## config.mk

```make
export PLATFORM = sky130hd
export DESIGN_NAME = mips_main_ctrl_fsm_flat
export DESIGN_NICKNAME = d
export VERILOG_FILES = /design/src/rtl/mips_main_ctrl_fsm_pkg.sv /design/src/rtl/mips_main_ctrl_fsm_if.sv /design/src/rtl/mips_main_ctrl_fsm_mem_wait_counter.sv /design/src/rtl/mips_main_ctrl_fsm.sv /design/src/flat_wrapper.sv
export SDC_FILE = /design/constraint.sdc
export NUM_CORES = 1
export LEC_CHECK = 0
export ABC_AREA = 1
export BUFFER_PORTS_ARGS = -buffer_cell sky130_fd_sc_hd__clkbuf_2
export CAP_MARGIN = 10
export CELL_PAD_IN_SITES_DETAIL_PLACEMENT = 1
export CELL_PAD_IN_SITES_GLOBAL_PLACEMENT = 1
export CORE_MARGIN = 2
export CORE_UTILIZATION = 24
export CTS_CLUSTER_DIAMETER = 40
export DETAILED_ROUTE_END_ITERATION = 12
export HOLD_SLACK_MARGIN = 0.06
export PLACE_DENSITY_LB_ADDON = 0.1
export SETUP_SLACK_MARGIN = 0.1
export SKIP_CTS_REPAIR_TIMING = 1
export SYNTH_ARGS = -nofsm -noshare
export SYNTH_HDL_FRONTEND = slang
export SYNTH_SLANG_ARGS = --single-unit
export TNS_END_PERCENT = 30
```

## constraint.sdc

```tcl
create_clock -name clk -period 2.3 [get_ports clk]
set_input_delay 0 -clock clk [delete_from_list [all_inputs] [get_ports clk]]
set_output_delay 0 -clock clk [all_outputs]
set_load 0.05 [all_outputs]
```

## src/rtl/mips_main_ctrl_fsm_pkg.sv

```systemverilog
// Shared definitions for the multicycle MIPS main control FSM:
// state encodings, opcode constants, ALU op codes and the control word.
// Optional feature macro: MIPS_CTRL_BNE_EN (adds bne decode).
package mips_main_ctrl_fsm_pkg;

  typedef enum logic [3:0] {
    S_FETCH    = 4'd0,
    S_DECODE   = 4'd1,
    S_MEMADR   = 4'd2,
    S_MEMRD    = 4'd3,
    S_MEMWB    = 4'd4,
    S_MEMWR    = 4'd5,
    S_RTYPE_EX = 4'd6,
    S_ALUWB    = 4'd7,
    S_IMM_EX   = 4'd8,
    S_IMMWB    = 4'd9,
    S_BRANCH   = 4'd10,
    S_JUMP     = 4'd11
  } state_t;

  localparam logic [5:0] OP_RTYPE = 6'b000000;
  localparam logic [5:0] OP_LW    = 6'b100011;
  localparam logic [5:0] OP_SW    = 6'b101011;
  localparam logic [5:0] OP_BEQ   = 6'b000100;
  localparam logic [5:0] OP_BNE   = 6'b000101;
  localparam logic [5:0] OP_J     = 6'b000010;
  localparam logic [5:0] OP_ADDI  = 6'b001000;
  localparam logic [5:0] OP_SLTI  = 6'b001010;
  localparam logic [5:0] OP_ANDI  = 6'b001100;
  localparam logic [5:0] OP_ORI   = 6'b001101;
  localparam logic [5:0] OP_XORI  = 6'b001110;

  localparam logic [1:0] ALU_ADD    = 2'b00;
  localparam logic [1:0] ALU_SUB    = 2'b01;
  localparam logic [1:0] ALU_DECODE = 2'b10;

  // Funct value that no R-type instruction uses; keeps immediates from aliasing.
  localparam logic [5:0] ALU_FUNCT_NONE = 6'b111111;

  // Moore control word produced by the state decode.
  typedef struct packed {
    logic       pc_en;
    logic       iord;
    logic       mem_wr;
    logic       ir_wr;
    logic       reg_dst;
    logic       mem_to_reg;
    logic       reg_wr;
    logic       alu_src_a;
    logic [1:0] alu_src_b;
    logic [1:0] alu_op;
    logic [1:0] pc_src;
    logic       illegal_op;
  } ctrl_t;

  function automatic logic is_zext(input logic [5:0] op);
    return (op == OP_ANDI) || (op == OP_ORI) || (op == OP_XORI);
  endfunction

endpackage

```

## src/rtl/mips_main_ctrl_fsm_if.sv

```systemverilog
// Control bus between the main control FSM (master) and the datapath /
// ALU-control decoder (slave).
interface mips_main_ctrl_fsm_if;
  logic [5:0] instr_opcode;
  logic [5:0] instr_funct;
  logic       alu_zero;
  logic       pc_en;
  logic       iord;
  logic       mem_wr;
  logic       ir_wr;
  logic       reg_dst;
  logic       mem_to_reg;
  logic       reg_wr;
  logic       alu_src_a;
  logic [1:0] alu_src_b;
  logic [1:0] alu_op;
  logic [5:0] alu_opcode;
  logic [5:0] alu_funct;
  logic [1:0] pc_src;
  logic       zero_ext;
  logic       illegal_op;
  logic [3:0] state;

  modport master (
    input  instr_opcode, instr_funct, alu_zero,
    output pc_en, iord, mem_wr, ir_wr, reg_dst, mem_to_reg, reg_wr,
           alu_src_a, alu_src_b, alu_op, alu_opcode, alu_funct, pc_src,
           zero_ext, illegal_op, state
  );

  modport slave (
    output instr_opcode, instr_funct, alu_zero,
    input  pc_en, iord, mem_wr, ir_wr, reg_dst, mem_to_reg, reg_wr,
           alu_src_a, alu_src_b, alu_op, alu_opcode, alu_funct, pc_src,
           zero_ext, illegal_op, state
  );
endinterface

```

## src/rtl/mips_main_ctrl_fsm_mem_wait_counter.sv

```systemverilog
// Memory stall counter shared by FETCH and MEMRD. Saturates at MAX_WAIT,
// done is high once MAX_WAIT extra cycles have elapsed since clear.
module mem_wait_counter #(
  parameter int unsigned MAX_WAIT = 0
) (
  input  logic clk,
  input  logic rst,
  input  logic clr,
  input  logic en,
  output logic done
);
  localparam logic [3:0] MAX = 4'(MAX_WAIT);

  logic [3:0] count;

  // Count up while enabled; saturating compare means the counter never wraps.
  always_ff @(posedge clk) begin
    if (rst || clr)           count <= 4'd0;
    else if (en && count < MAX) count <= count + 4'd1;
  end

  assign done = (count == MAX);
endmodule

```

## src/rtl/mips_main_ctrl_fsm.sv

```systemverilog
// Multicycle MIPS main control unit: sequences fetch/decode/execute/
// memory/writeback and drives datapath enables and muxes.
// Optional feature macro: MIPS_CTRL_BNE_EN (bne branches on ~alu_zero).
module mips_main_ctrl_fsm
  import mips_main_ctrl_fsm_pkg::*;
#(
  parameter int unsigned MEM_WAIT_CYCLES = 0
) (
  input  logic                 clk,
  input  logic                 rst,
  mips_main_ctrl_fsm_if.master bus
);
  state_t state_q, state_d;
  ctrl_t  ctrl;
  logic   wait_done, wait_en, wait_clr;

  // Counter runs only in the two memory-wait states; any transition clears
  // it, so each FETCH/MEMRD visit starts from zero.
  assign wait_en  = (state_q == S_FETCH) || (state_q == S_MEMRD);
  assign wait_clr = (state_d != state_q);

  mem_wait_counter #(.MAX_WAIT(MEM_WAIT_CYCLES)) u_wait (
    .clk  (clk),
    .rst  (rst),
    .clr  (wait_clr),
    .en   (wait_en),
    .done (wait_done)
  );

  // State register.
  always_ff @(posedge clk) begin
    if (rst) state_q <= S_FETCH;
    else     state_q <= state_d;
  end

  // Next-state and Moore control decode.
  always_comb begin
    ctrl    = '0;
    state_d = state_q;
    unique case (state_q)
      S_FETCH: begin
        ctrl.alu_src_b = 2'b01;
        ctrl.alu_op    = ALU_ADD;
        if (wait_done) begin
          ctrl.ir_wr = 1'b1;
          ctrl.pc_en = 1'b1;
          state_d    = S_DECODE;
        end
      end
      S_DECODE: begin
        ctrl.alu_src_b = 2'b11;
        ctrl.alu_op    = ALU_ADD;
        case (bus.instr_opcode)
          OP_RTYPE:                          state_d = S_RTYPE_EX;
          OP_LW, OP_SW:                      state_d = S_MEMADR;
          OP_BEQ:                            state_d = S_BRANCH;
`ifdef MIPS_CTRL_BNE_EN
          OP_BNE:                            state_d = S_BRANCH;
`endif
          OP_J:                              state_d = S_JUMP;
          OP_ADDI, OP_SLTI, OP_ANDI,
          OP_ORI, OP_XORI:                   state_d = S_IMM_EX;
          default: begin
            ctrl.illegal_op = 1'b1;
            state_d         = S_FETCH;
          end
        endcase
      end
      S_MEMADR: begin
        ctrl.alu_src_a = 1'b1;
        ctrl.alu_src_b = 2'b10;
        ctrl.alu_op    = ALU_ADD;
        state_d        = (bus.instr_opcode == OP_LW) ? S_MEMRD : S_MEMWR;
      end
      S_MEMRD: begin
        ctrl.iord = 1'b1;
        if (wait_done) state_d = S_MEMWB;
      end
      S_MEMWB: begin
        ctrl.mem_to_reg = 1'b1;
        ctrl.reg_wr     = 1'b1;
        state_d         = S_FETCH;
      end
      S_MEMWR: begin
        ctrl.iord   = 1'b1;
        ctrl.mem_wr = 1'b1;
        state_d     = S_FETCH;
      end
      S_RTYPE_EX: begin
        ctrl.alu_src_a = 1'b1;
        ctrl.alu_src_b = 2'b00;
        ctrl.alu_op    = ALU_DECODE;
        state_d        = S_ALUWB;
      end
      S_ALUWB: begin
        ctrl.reg_dst = 1'b1;
        ctrl.reg_wr  = 1'b1;
        state_d      = S_FETCH;
      end
      S_IMM_EX: begin
        ctrl.alu_src_a = 1'b1;
        ctrl.alu_src_b = 2'b10;
        ctrl.alu_op    = ALU_DECODE;
        state_d        = S_IMMWB;
      end
      S_IMMWB: begin
        ctrl.reg_wr = 1'b1;
        state_d     = S_FETCH;
      end
      S_BRANCH: begin
        ctrl.alu_src_a = 1'b1;
        ctrl.alu_src_b = 2'b00;
        ctrl.alu_op    = ALU_SUB;
        ctrl.pc_src    = 2'b01;
`ifdef MIPS_CTRL_BNE_EN
        ctrl.pc_en     = (bus.instr_opcode == OP_BNE) ? ~bus.alu_zero : bus.alu_zero;
`else
        ctrl.pc_en     = bus.alu_zero;
`endif
        state_d        = S_FETCH;
      end
      S_JUMP: begin
        ctrl.pc_src = 2'b10;
        ctrl.pc_en  = 1'b1;
        state_d     = S_FETCH;
      end
      default: state_d = S_FETCH;
    endcase
  end

  // Strobes are masked while rst is high so nothing commits on the reset edge.
  assign bus.pc_en      = ctrl.pc_en  & ~rst;
  assign bus.ir_wr      = ctrl.ir_wr  & ~rst;
  assign bus.mem_wr     = ctrl.mem_wr & ~rst;
  assign bus.reg_wr     = ctrl.reg_wr & ~rst;
  assign bus.illegal_op = ctrl.illegal_op & ~rst;
  assign bus.iord       = ctrl.iord;
  assign bus.reg_dst    = ctrl.reg_dst;
  assign bus.mem_to_reg = ctrl.mem_to_reg;
  assign bus.alu_src_a  = ctrl.alu_src_a;
  assign bus.alu_src_b  = ctrl.alu_src_b;
  assign bus.alu_op     = ctrl.alu_op;
  assign bus.pc_src     = ctrl.pc_src;
  assign bus.state      = state_q;

  // Decoder feed: only R-type forwards its funct, immediates get a safe code.
  assign bus.alu_opcode = bus.instr_opcode;
  assign bus.alu_funct  = (bus.instr_opcode == OP_RTYPE) ? bus.instr_funct : ALU_FUNCT_NONE;
  assign bus.zero_ext   = is_zext(bus.instr_opcode);
endmodule

```

## src/flat_wrapper.sv

```systemverilog
// flat-port wrapper written by rule: the top's interface ports become plain ports
module mips_main_ctrl_fsm_flat import mips_main_ctrl_fsm_pkg::*;
#(
  parameter int unsigned MEM_WAIT_CYCLES = 0
)
  (clk, rst, bus_instr_opcode, bus_instr_funct, bus_alu_zero, bus_pc_en, bus_iord, bus_mem_wr, bus_ir_wr, bus_reg_dst, bus_mem_to_reg, bus_reg_wr, bus_alu_src_a, bus_alu_src_b, bus_alu_op, bus_alu_opcode, bus_alu_funct, bus_pc_src, bus_zero_ext, bus_illegal_op, bus_state);
  mips_main_ctrl_fsm_if bus_i ();
  input  logic clk;
  input  logic rst;
  input wire logic [$bits(bus_i.instr_opcode)-1:0] bus_instr_opcode;
  input wire logic [$bits(bus_i.instr_funct)-1:0] bus_instr_funct;
  input wire logic [$bits(bus_i.alu_zero)-1:0] bus_alu_zero;
  output wire logic [$bits(bus_i.pc_en)-1:0] bus_pc_en;
  output wire logic [$bits(bus_i.iord)-1:0] bus_iord;
  output wire logic [$bits(bus_i.mem_wr)-1:0] bus_mem_wr;
  output wire logic [$bits(bus_i.ir_wr)-1:0] bus_ir_wr;
  output wire logic [$bits(bus_i.reg_dst)-1:0] bus_reg_dst;
  output wire logic [$bits(bus_i.mem_to_reg)-1:0] bus_mem_to_reg;
  output wire logic [$bits(bus_i.reg_wr)-1:0] bus_reg_wr;
  output wire logic [$bits(bus_i.alu_src_a)-1:0] bus_alu_src_a;
  output wire logic [$bits(bus_i.alu_src_b)-1:0] bus_alu_src_b;
  output wire logic [$bits(bus_i.alu_op)-1:0] bus_alu_op;
  output wire logic [$bits(bus_i.alu_opcode)-1:0] bus_alu_opcode;
  output wire logic [$bits(bus_i.alu_funct)-1:0] bus_alu_funct;
  output wire logic [$bits(bus_i.pc_src)-1:0] bus_pc_src;
  output wire logic [$bits(bus_i.zero_ext)-1:0] bus_zero_ext;
  output wire logic [$bits(bus_i.illegal_op)-1:0] bus_illegal_op;
  output wire logic [$bits(bus_i.state)-1:0] bus_state;
  assign bus_i.instr_opcode = bus_instr_opcode;
  assign bus_i.instr_funct = bus_instr_funct;
  assign bus_i.alu_zero = bus_alu_zero;
  assign bus_pc_en = bus_i.pc_en;
  assign bus_iord = bus_i.iord;
  assign bus_mem_wr = bus_i.mem_wr;
  assign bus_ir_wr = bus_i.ir_wr;
  assign bus_reg_dst = bus_i.reg_dst;
  assign bus_mem_to_reg = bus_i.mem_to_reg;
  assign bus_reg_wr = bus_i.reg_wr;
  assign bus_alu_src_a = bus_i.alu_src_a;
  assign bus_alu_src_b = bus_i.alu_src_b;
  assign bus_alu_op = bus_i.alu_op;
  assign bus_alu_opcode = bus_i.alu_opcode;
  assign bus_alu_funct = bus_i.alu_funct;
  assign bus_pc_src = bus_i.pc_src;
  assign bus_zero_ext = bus_i.zero_ext;
  assign bus_illegal_op = bus_i.illegal_op;
  assign bus_state = bus_i.state;
  mips_main_ctrl_fsm #(.MEM_WAIT_CYCLES(MEM_WAIT_CYCLES)) u_core (.clk(clk), .rst(rst), .bus(bus_i));
endmodule
```

### Word-level counts from Yosys, hierarchy flattened

Index checks and enable logic that the tools add are counted.

| storage, ports and cells | value |
|---|---|
| output and inout bits | 32 |
| bits of input ports | 15 |
| word-level logic and storage cells | 64 |
| register bits | 8 |

| operators by class | value |
|---|---|
| multiplexer cells | 19 |
| bitwise logic cells | 6 |
| reduce and logical (&&, ||, !) cells | 14 |
| add/subtract/negate cells | 1 |
| eq/ne operators | 21 |
| $lt $le $gt $ge | 1 |

Operators with widths:

| kind | count |
|---|---|
| $pmux W4 S6 | 2 |
| $eq A6 B4 Y1 const B | 5 |
| $pmux W4 S5 | 1 |
| $eq A4 B3 Y1 const B | 4 |
| $eq A4 B4 Y1 const B | 4 |
| $eq A6 B6 Y1 const B | 2 |
| $mux W1 | 10 |
| $reduce_or A10 Y1 | 1 |
| $eq A4 B2 Y1 const B | 2 |
| $logic_not A4 Y1 | 2 |
| $mux W4 | 2 |
| $eq A6 B2 Y1 const B | 1 |
| $eq A6 B3 Y1 const B | 1 |
| $logic_not A6 Y1 | 1 |
| $mux W6 | 1 |
| $and A1 B1 Y1 | 5 |
| $reduce_or A5 Y1 | 1 |
| $add A4 B1 Y4 const B | 1 |
| $eq A4 B1 Y1 const B | 1 |
| $logic_or A1 B1 Y1 | 4 |
| $lt A4 B1 Y1 const B | 1 |
| $ne A4 B4 Y1 | 1 |
| $pmux W2 S2 | 1 |
| $reduce_or A2 Y1 | 2 |
| 6 further kinds | 6 |

### Logic depth before layout (Yosys ltp)

Gate-level depths: netlist (run 1).

| depth | value |
|---|---|
| depth in word-level cells | 6 |
| gate-level depth with buffers | 8 |
| gate-level depth less buffers | 8 |

### Hierarchy

Synthesis (run 1) repeated with hierarchy kept, for this count alone.

| unflattened totals | value |
|---|---|
| cell total of the unflattened synthesis | 135 |
| area total of the unflattened synthesis | 701.9 um2 |

By module, submodules not included:

| module | area an instance (um2) | cells an instance | sequential area each (um2) | instances |
|---|---|---|---|---|
| mips_main_ctrl_fsm | 690.7 | 133 | 80.1 | 1 |
| mem_wait_counter | 11.3 | 2 | 0.0 | 1 |

### Least setup slack after synthesis (run 1)

Ideal clock, no wire load.

| timing | value |
|---|---|
| path kind | register -> output |
| from | register u_core.state_q[0] (netlist: u_core.bus.state[0]) |
| to | output bus_illegal_op |
| required time | 2.300 ns |
| arrival time | 2.617 ns |
| setup slack | -0.317 ns |
| stages on the path, launching flop included | 5 |
| path buffers | 0 |
| path through | dfxtp_1 -> inv_1 -> nor2_2 -> nand2_2 -> nor4_1 |

| on the way | value |
|---|---|
| longest elaborated chain between the ends | 3 |

RTL lines:

| item | line | RTL |
|---|---|---|
| from (decl) | mips_main_ctrl_fsm.sv:13 | `state_t state_q, state_d;` |
| from (signal assigned) | mips_main_ctrl_fsm.sv:33 | `else state_q <= state_d;` |
| $eq A4 B1 Y1 | mips_main_ctrl_fsm.sv:40 | `unique case (state_q)` |
| $mux W1 | mips_main_ctrl_fsm.sv:40 |  |
| $and A1 B1 Y1 | mips_main_ctrl_fsm.sv:136 | `assign bus.illegal_op = ctrl.illegal_op & ~rst;` |
| to (decl) | flat_wrapper.sv:27 | `output wire logic [$bits(bus_i.illegal_op)-1:0] bus_illegal_op;` |

Every way passes these cells.

### Worst setup path after layout (run 1)

Ends and elaborated chain as after synthesis.

==> results of run 1 <==
per-stage QoR:
step            util  power, mW  setup TNS, ns
3_3_place_gp   0.340      0.229              0
5_1_grt        0.349      0.333              0
6_report       0.349      0.318              0
2_1_floorplan      -      0.195         -0.174
3_5_place_dp   0.340      0.232              0
4_1_cts        0.349      0.325              0
cells by family (layout without fill, tap and decap cells):
group | Yosys count | count (layout) | synth area share
DFF | 4 | 4 | 0.135
and+or+nand+nor | 64 | 64 | 0.519
buffers and inverters | 34 | 76 | 0.253
AOI/OAI and AO/OA | 9 | 9 | 0.0928
path summary, 6_finish.rpt:
kind | depth (start not counted) | slack [ns] | end | start
worst min register to register | 4 | 0.69 | u_core.bus.state[3] | u_core.bus.state[3]
worst max-delay path | 5 | 0.77 | bus_illegal_op | u_core.bus.state[0]
worst min-delay path | 2 | 0.06 | u_core.bus.state[1] | rst
worst max register to register | 5 | 1.15 | u_core.bus.state[0] | u_core.bus.state[1]
critical path, delay by kind of cell (launching register included):
kind          cells  cell delay, ns
simple gates      3            0.52
buf+inv           2            0.42
flops             1            0.36
layer usage:
layer	part of all wire	GRT usage	vias up	wire, um
met5	0	0	-	0
met3	0.039	0.00278	2	71
li1	-	-	409	-
met2	0.57	0.246	20	1040
met4	0.014	0.0513	0	25
met1	0.38	0.144	348	701
synthesized netlist by cell type (2+ instances only):
master,n
buf_4,6
o21ai_1,3
nand2_2,2
a21oi_1,2
nor2_2,7
inv_1,21
nor2_4,3
nand3_1,10
dfxtp_1,4
inv_2,5
nand2_1,20
nor2_1,20
power by group:
part / leakage (nW) / internal, mW / switching [mW]
Sequential: 0.0326 / 0.0725 / 0.00295
Clock: 0.0138 / 0.0585 / 0.0313
Combinational: 0.465 / 0.0360 / 0.117
Total: 0.511 / 0.167 / 0.151
final cells by class:
cell class / count / share of cell area
repair buffers: 46 / 0.274
well taps: 30 / 0.0446
flip-flops and latches: 4 / 0.0952
clock buffers: 3 / 0.0268
inverters: 27 / 0.121
multi-input cells: 73 / 0.439
==> qor.yml, run 1 <==
status: "completed"
setup_ws_ns: 0.774
antenna_left: 0
layout_common_cells: "clkbuf_2 (46), inv_1 (21), nor2_1 (20), nand2_1 (20), nand3_1 (10)"
end_kind: "output pin"
crit_chain: "inv_1 > nor2_2 > nand2_2 > nor4_2 > clkbuf_2"
insertion_delay_ns: 0.24
cts_root_buf: "clkbuf_4"
drc: 0
cp_slowest_cell: "dfxtp_1"
numCtsBuffers: 3
min_period_over_period: 0.663
synth-async-reset-ratio: 0
n_fill_cell: 358
hold_viol: 0
ys_ff_latch: 4
syn_area_per_cell_um2: 5.34
rsz0062_at_grt: "false"
coreArea_mm2: 0.00241
place_hpwl_mm: 1.68
clkTransAtPathRegs_ns: 0.04
relSlewSlack: 0.811
clock_skew_ns: 0.0000690
hold_ws_ns: 0.0562
max_slew.worst_pin.slew_ns: 0.285
yosys_warnings: 0
hold_class: "in -> reg"
fin_crit_ns: 1.53
track_usage: 0.127
tritoncts: "built"
clock.fmax_mhz: 656
die-height_um: 53.7
nets: 170
vdd_drop_max_uv: 141
wl_per_cell_um: 10.0
power_density_mw_per_mm2: 379
dieWidth_um: 53.7
setup_violations: 0
rows: 18
start_kind: "flip-flop"
multi_input_area_um2: 369
layout_commonest_cell: "clkbuf_2"
slowest_delay_ns: 0.36
fin_cells: 183
fin_area_um2: 841
synth-seq-area-share: 0.135
grt_pass1_wl_mm: 2.73
h-tree-depth: 1
numPortBuffers: 46
dp_cells: 180
yosysUniqueCellTypes: 20
gp_congestion: 0.750
post-place-ws_ns: 1.00
grt_max_degree: 9
cap_violations: 0
worstPathArrival_ns: 1.53
critPathMaxFanout: 4
required_ns: 2.30
drive_above_1_share: 0.458
pin_count: 47
slew_violations: 0
syn_area_um2: 593
grt_pass1_vias: 653
largest_reg_flops: 4
ff_latch_area_um2: 80.1
power_leakage_nw: 0.511
netlist.area_leader.share: 0.135
placed_area_um2: 818
wirelength_mm: 1.84
dieArea_mm2: 0.00288
detail_route.iter0.violations: 2
yosys-top-cells-area: "dfxtp_1 (14%), inv_1 (13%), nand2_1 (13%), nor2_1 (13%), nand3_1 (8.4%)"
antenna_found_initial: 0
area_delta_synth_final_pct: 41.8
yosys.area.top_type: "dfxtp_1"
syn_nets: 126
num_vias: 779
vias_per_cell: 4.26
initial_core_util: 0.246
drtPass1Iterations: 4
clk_path_buf_depth: 2
clock_sinks: 4
antennaDiodeCount: 0
synth_edf_count: 0
synth_top_flop_cell: "dfxtp_1"
crit_type: "reg -> out"
grt.overflow.total: 0
netlist_instances: 111
(Power assumes the default switching activity.)
==> inputs of run 2 (changes only) <==
--- a/config.mk
+++ b/config.mk
@@ -11,7 +11,7 @@
 export CELL_PAD_IN_SITES_DETAIL_PLACEMENT = 1
 export CELL_PAD_IN_SITES_GLOBAL_PLACEMENT = 1
 export CORE_MARGIN = 2
-export CORE_UTILIZATION = 24
+export CORE_UTILIZATION = 23
 export CTS_CLUSTER_DIAMETER = 40
 export DETAILED_ROUTE_END_ITERATION = 12
 export HOLD_SLACK_MARGIN = 0.06
==> constraint.sdc (replaced) <==
create_clock -name clk -period 1.5 [get_ports clk]
set_input_delay 0 -clock clk [delete_from_list [all_inputs] [get_ports clk]]
set_output_delay 0 -clock clk [all_outputs]
set_load 0.05 [all_outputs]
==> run 2 against run 1 <==
Final area increased by 14%. Critical endpoint is now bus_pc_en. Combinational power increased by 68%. Routed wire length decreased by 2.0%. Via count decreased by 0.26%. Largest cell class unchanged. Highest routed layer is now met3. First-iteration DRC count unchanged.
==> qor.yml, run 2 (synthesis results as in run 1) <==
die-height_um: 54.8
largest_reg_flops: 4
critPathMaxFanout: 4
hold_viol: 0
gp_congestion: 0.753
grt_max_degree: 9
dp_cells: 180
cp_slowest_cell: "dfxtp_4"
layout_commonest_cell: "clkbuf_2"
start_kind: "flip-flop"
nets: 170
clock_sinks: 4
layout_common_cells: "clkbuf_2 (40), inv_1 (19), nand2_1 (18)"
whs_path_depth: 2
slew_violations: 0
reg2reg_depth: 7
clock.fmax_mhz: 735
clk_path_buf_depth: 2
regToRegSetupSlack_ns: 0.37
required_ns: 1.50
grt_pass1_vias: 694
crit_type: "reg -> out"
end_kind: "output pin"
area_delta_synth_final_pct: 61.2
relSlewSlack: 0.812
cap_violations: 0
clock_skew_ns: 0.00130
crit_chain: "inv_1 > nor2_4 > inv_4 > nor2_4 > a211oi_2 > nor2_4 > buf_6"
vdd_drop_max_uv: 283
p_sw_uw: 245
pwr-share-comb: 0.494
dieWidth_um: 54.8
detail_route.iter0.violations: 2
slowest_delay_ns: 0.35
grt.overflow.total: 0
power_leakage_nw: 0.530
fin_cells: 184
dieArea_mm2: 0.00300
internal_power_uw: 275
pwr-share-clk: 0.289
place_hpwl_mm: 1.63
tritoncts: "built"
numPortBuffers: 46
antennaDiodeCount: 0
n_fill_cell: 345
worstPathArrival_ns: 1.36
insertion_delay_ns: 0.24
drtPass1Iterations: 4
hold_ws_ns: 0.113
cts_root_buf: "clkbuf_4"
pin_count: 47
h-tree-depth: 1
initial_core_util: 0.242
setup_violations: 0
drive_above_1_share: 0.552
rows: 18
antenna_found_initial: 0
drc: 0
clkTransAtPathRegs_ns: 0.04
vias_per_cell: 4.22
num_vias: 777
crit_top_cell: "nor2_4"
fin_crit_ns: 1.36
wirelength_mm: 1.80
antenna_left: 0
seqPwrFrac: 0.217
grt_pass1_wl_mm: 2.91
status: "completed"
wl_per_cell_um: 9.80
hold_class: "in -> reg"
track_usage: 0.130
rsz0062_at_grt: "true"
power_density_mw_per_mm2: 544
numCtsBuffers: 3
min_period_over_period: 0.908
p_sw_frac: 0.471
coreArea_mm2: 0.00245
max_slew.worst_pin.slew_ns: 0.283
==> run 2: layout make-up <==
type	count	area, um2	share of cell area
Timing Repair Buffer	46	253	0.264
Multi-Input combinational cell	73	443	0.463
Clock buffer	4	26.3	0.0275
Inverter	27	104	0.109
Tap cell	30	37.5	0.0393
Sequential cell	4	92.6	0.0969
==> run 2: worst paths after layout <==
check                      startpoint                   to
setup / recovery  u_core.bus.state[3]            bus_pc_en
hold / removal                    rst  u_core.bus.state[1]
setup reg to reg  u_core.bus.state[3]  u_core.bus.state[1]
hold reg to reg   u_core.bus.state[2]  u_core.bus.state[3]
==> run 2: metrics by stage <==
stage               TNS (ns)  total power, mW  area, um2  setup WS, ns   util
finish                     0            0.520        956         0.139  0.389
global route               0            0.558        956        0.0679  0.389
detailed placement         0            0.364        890         0.253  0.362
floorplan                  0            0.308        671        0.0226      -
CTS                 -0.00332            0.518        916      -0.00332  0.373
global placement           0            0.362        890         0.283  0.362
==> run 2: critical path: cells and delay by family, from the launching register on <==
family                 cells  cell delay (ns)
AOI/OAI and AO/OA          1             0.28
and+or+nand+nor            3             0.16
buffers and inverters      3             0.32
DFF                        1             0.35
==> run 2: metal layers <==
metal  vias up  track usage  share of wire
met4         0       0.0250              0
met5         -            0              0
li1        415            -              -
met2        36        0.224           0.49
met3         0       0.0273          0.078
met1       326        0.166           0.43
==> run 2: power groups by stage <==
| stage | combinational, mW | clock [mW] | sequential (mW) |
|---|---|---|---|
| after floorplan | 0.180 | 0 | 0.128 |
| after global placement | 0.248 | 0 | 0.113 |
| after detailed placement | 0.250 | 0 | 0.114 |
| after CTS | 0.250 | 0.156 | 0.112 |
| after global routing | 0.277 | 0.168 | 0.113 |
| final | 0.257 | 0.150 | 0.113 |
==> inputs of run 3 (changes only) <==
--- a/config.mk
+++ b/config.mk
@@ -11,7 +11,7 @@
 export CELL_PAD_IN_SITES_DETAIL_PLACEMENT = 1
 export CELL_PAD_IN_SITES_GLOBAL_PLACEMENT = 1
 export CORE_MARGIN = 2
-export CORE_UTILIZATION = 23
+export CORE_UTILIZATION = 25
 export CTS_CLUSTER_DIAMETER = 40
 export DETAILED_ROUTE_END_ITERATION = 12
 export HOLD_SLACK_MARGIN = 0.06
@@ -20,5 +20,6 @@
 export SKIP_CTS_REPAIR_TIMING = 1
 export SYNTH_ARGS = -nofsm -noshare
 export SYNTH_HDL_FRONTEND = slang
+export SYNTH_HIERARCHICAL = 1
 export SYNTH_SLANG_ARGS = --single-unit
 export TNS_END_PERCENT = 30
==> run 3 against run 2 <==
Highest routed layer unchanged. Largest cell class unchanged. Clock power shrank 11%. Global-route usage grew 1.9 points. Total power shrank 11%. Fmax grew 1.7%.
==> qor.yml, run 3 <==
status: "completed"
grt.overflow.total: 0
start_kind: "flip-flop"
setup_ws_ns: 0.161
required_ns: 1.50
cts_root_buf: "clkbuf_4"
setup_violations: 0
area_delta_synth_final_pct: 62.4
gp_congestion: 0.827
antenna_left: 0
crit_chain: "inv_2 > nor2_4 > nand2_2 > o211ai_1 > clkbuf_2"
cp_slowest_cell: "dfxtp_4"
dieArea_mm2: 0.00293
vdd_drop_max_uv: 367
fin_cells: 189
largest_reg_flops: 4
pin_count: 47
nets: 176
fin_crit_ns: 1.34
rows: 18
end_kind: "output pin"
antenna_found_initial: 0
syn_area_um2: 629
min_period_over_period: 0.892
num_vias: 844
crit_type: "reg -> out"
syn_nets: 133
grt_pass1_wl_mm: 3.21
post-place-ws_ns: 0.247
syn_area_per_cell_um2: 5.33
track_usage: 0.149
hold_class: "in -> reg"
drtPass1Iterations: 3
die-height_um: 54.2
slowest_delay_ns: 0.40
h-tree-depth: 1
tritoncts: "built"
netlist_instances: 118
dieWidth_um: 54.2
slew_violations: 0
drive_above_1_share: 0.585
grt_pass1_vias: 751
critPathMaxFanout: 5
coreArea_mm2: 0.00243
drc: 0
vias_per_cell: 4.47
cap_violations: 0
wl_per_cell_um: 10.9
n_fill_cell: 341
grt_max_degree: 9
yosys_warnings: 6
numPortBuffers: 46
layout_common_cells: "clkbuf_2 (41), nand2_1 (18), inv_1 (15)"
power_density_mw_per_mm2: 451
place_hpwl_mm: 1.82
clkTransAtPathRegs_ns: 0.04
rsz0062_at_grt: "true"
clock_skew_ns: 0.00405
antennaDiodeCount: 0
clock.fmax_mhz: 747
insertion_delay_ns: 0.24
hold_viol: 0
layout_commonest_cell: "clkbuf_2"
initial_core_util: 0.259
hold_ws_ns: 0.114
clock_sinks: 4
wirelength_mm: 2.05
detail_route.iter0.violations: 9
dp_cells: 186
power_leakage_nw: 0.587
numCtsBuffers: 3
clk_path_buf_depth: 2
worstPathArrival_ns: 1.34
## run 3: cell count changes in the layout (fill, tap and decap cells not counted), moves of 3 or more
cell / change
nor2_4: -4
or2_2: +6
inv_1: -4
nor2_1: -3
nand3_1: +3
## run 3: area by class of cell
type / count / area [um2] / area share
clock buffer: 3 / 22.5 / 0.0220
inverter: 23 / 95.1 / 0.0930
multi-input combinational: 83 / 514 / 0.503
sequential: 4 / 95.1 / 0.0930
tap: 30 / 37.5 / 0.0367
timing repair buffer: 46 / 258 / 0.252
## run 3: power by group
part / switching [mW] / internal (mW)
Combinational: 0.155 / 0.0602
Sequential: 0.00698 / 0.105
Clock: 0.0445 / 0.0895
Total: 0.206 / 0.255
## run 3: worst paths after layout
| kind | from | to | slack [ns] | cells after the start |
|---|---|---|---|---|
| setup / recovery | u_core/bus.state[3] | bus_alu_src_a | 0.16 | 5 |
| hold reg to reg | u_core/bus.state[2] | u_core/bus.state[3] | 0.68 | 3 |
| setup reg to reg | u_core/bus.state[3] | u_core/bus.state[2] | 0.33 | 9 |
| hold / removal | rst | u_core/bus.state[1] | 0.11 | 2 |
## run 3: layer usage
layer,part of all wire,routed length (um),track usage,vias to the layer above
met5,0,0,0,-
li1,-,-,-,437
met2,0.44,900,0.227,32
met1,0.49,1010,0.213,375
met4,0,0,0.0250,0
met3,0.070,143,0.0389,0
## run 3: worst max-delay path, delay by kind of cell (launching register included)
family	cells	cell delay (ns)
DFF	1	0.40
buffers and inverters	2	0.35
and+or+nand+nor	2	0.25
AOI/OAI and AO/OA	1	0.11
## run 3: stage by stage
| stage | setup TNS (ns) | utilization | power, mW | area [um2] |
|---|---|---|---|---|
| final | 0 | 0.420 | 0.461 | 1020 |
| after global routing | 0 | 0.420 | 0.494 | 1020 |
| after CTS | -0.0150 | 0.393 | 0.453 | 956 |
| after detailed placement | 0 | 0.384 | 0.313 | 933 |
| after global placement | 0 | 0.384 | 0.313 | 933 |
| after floorplan | -0.0219 | - | 0.269 | 722 |
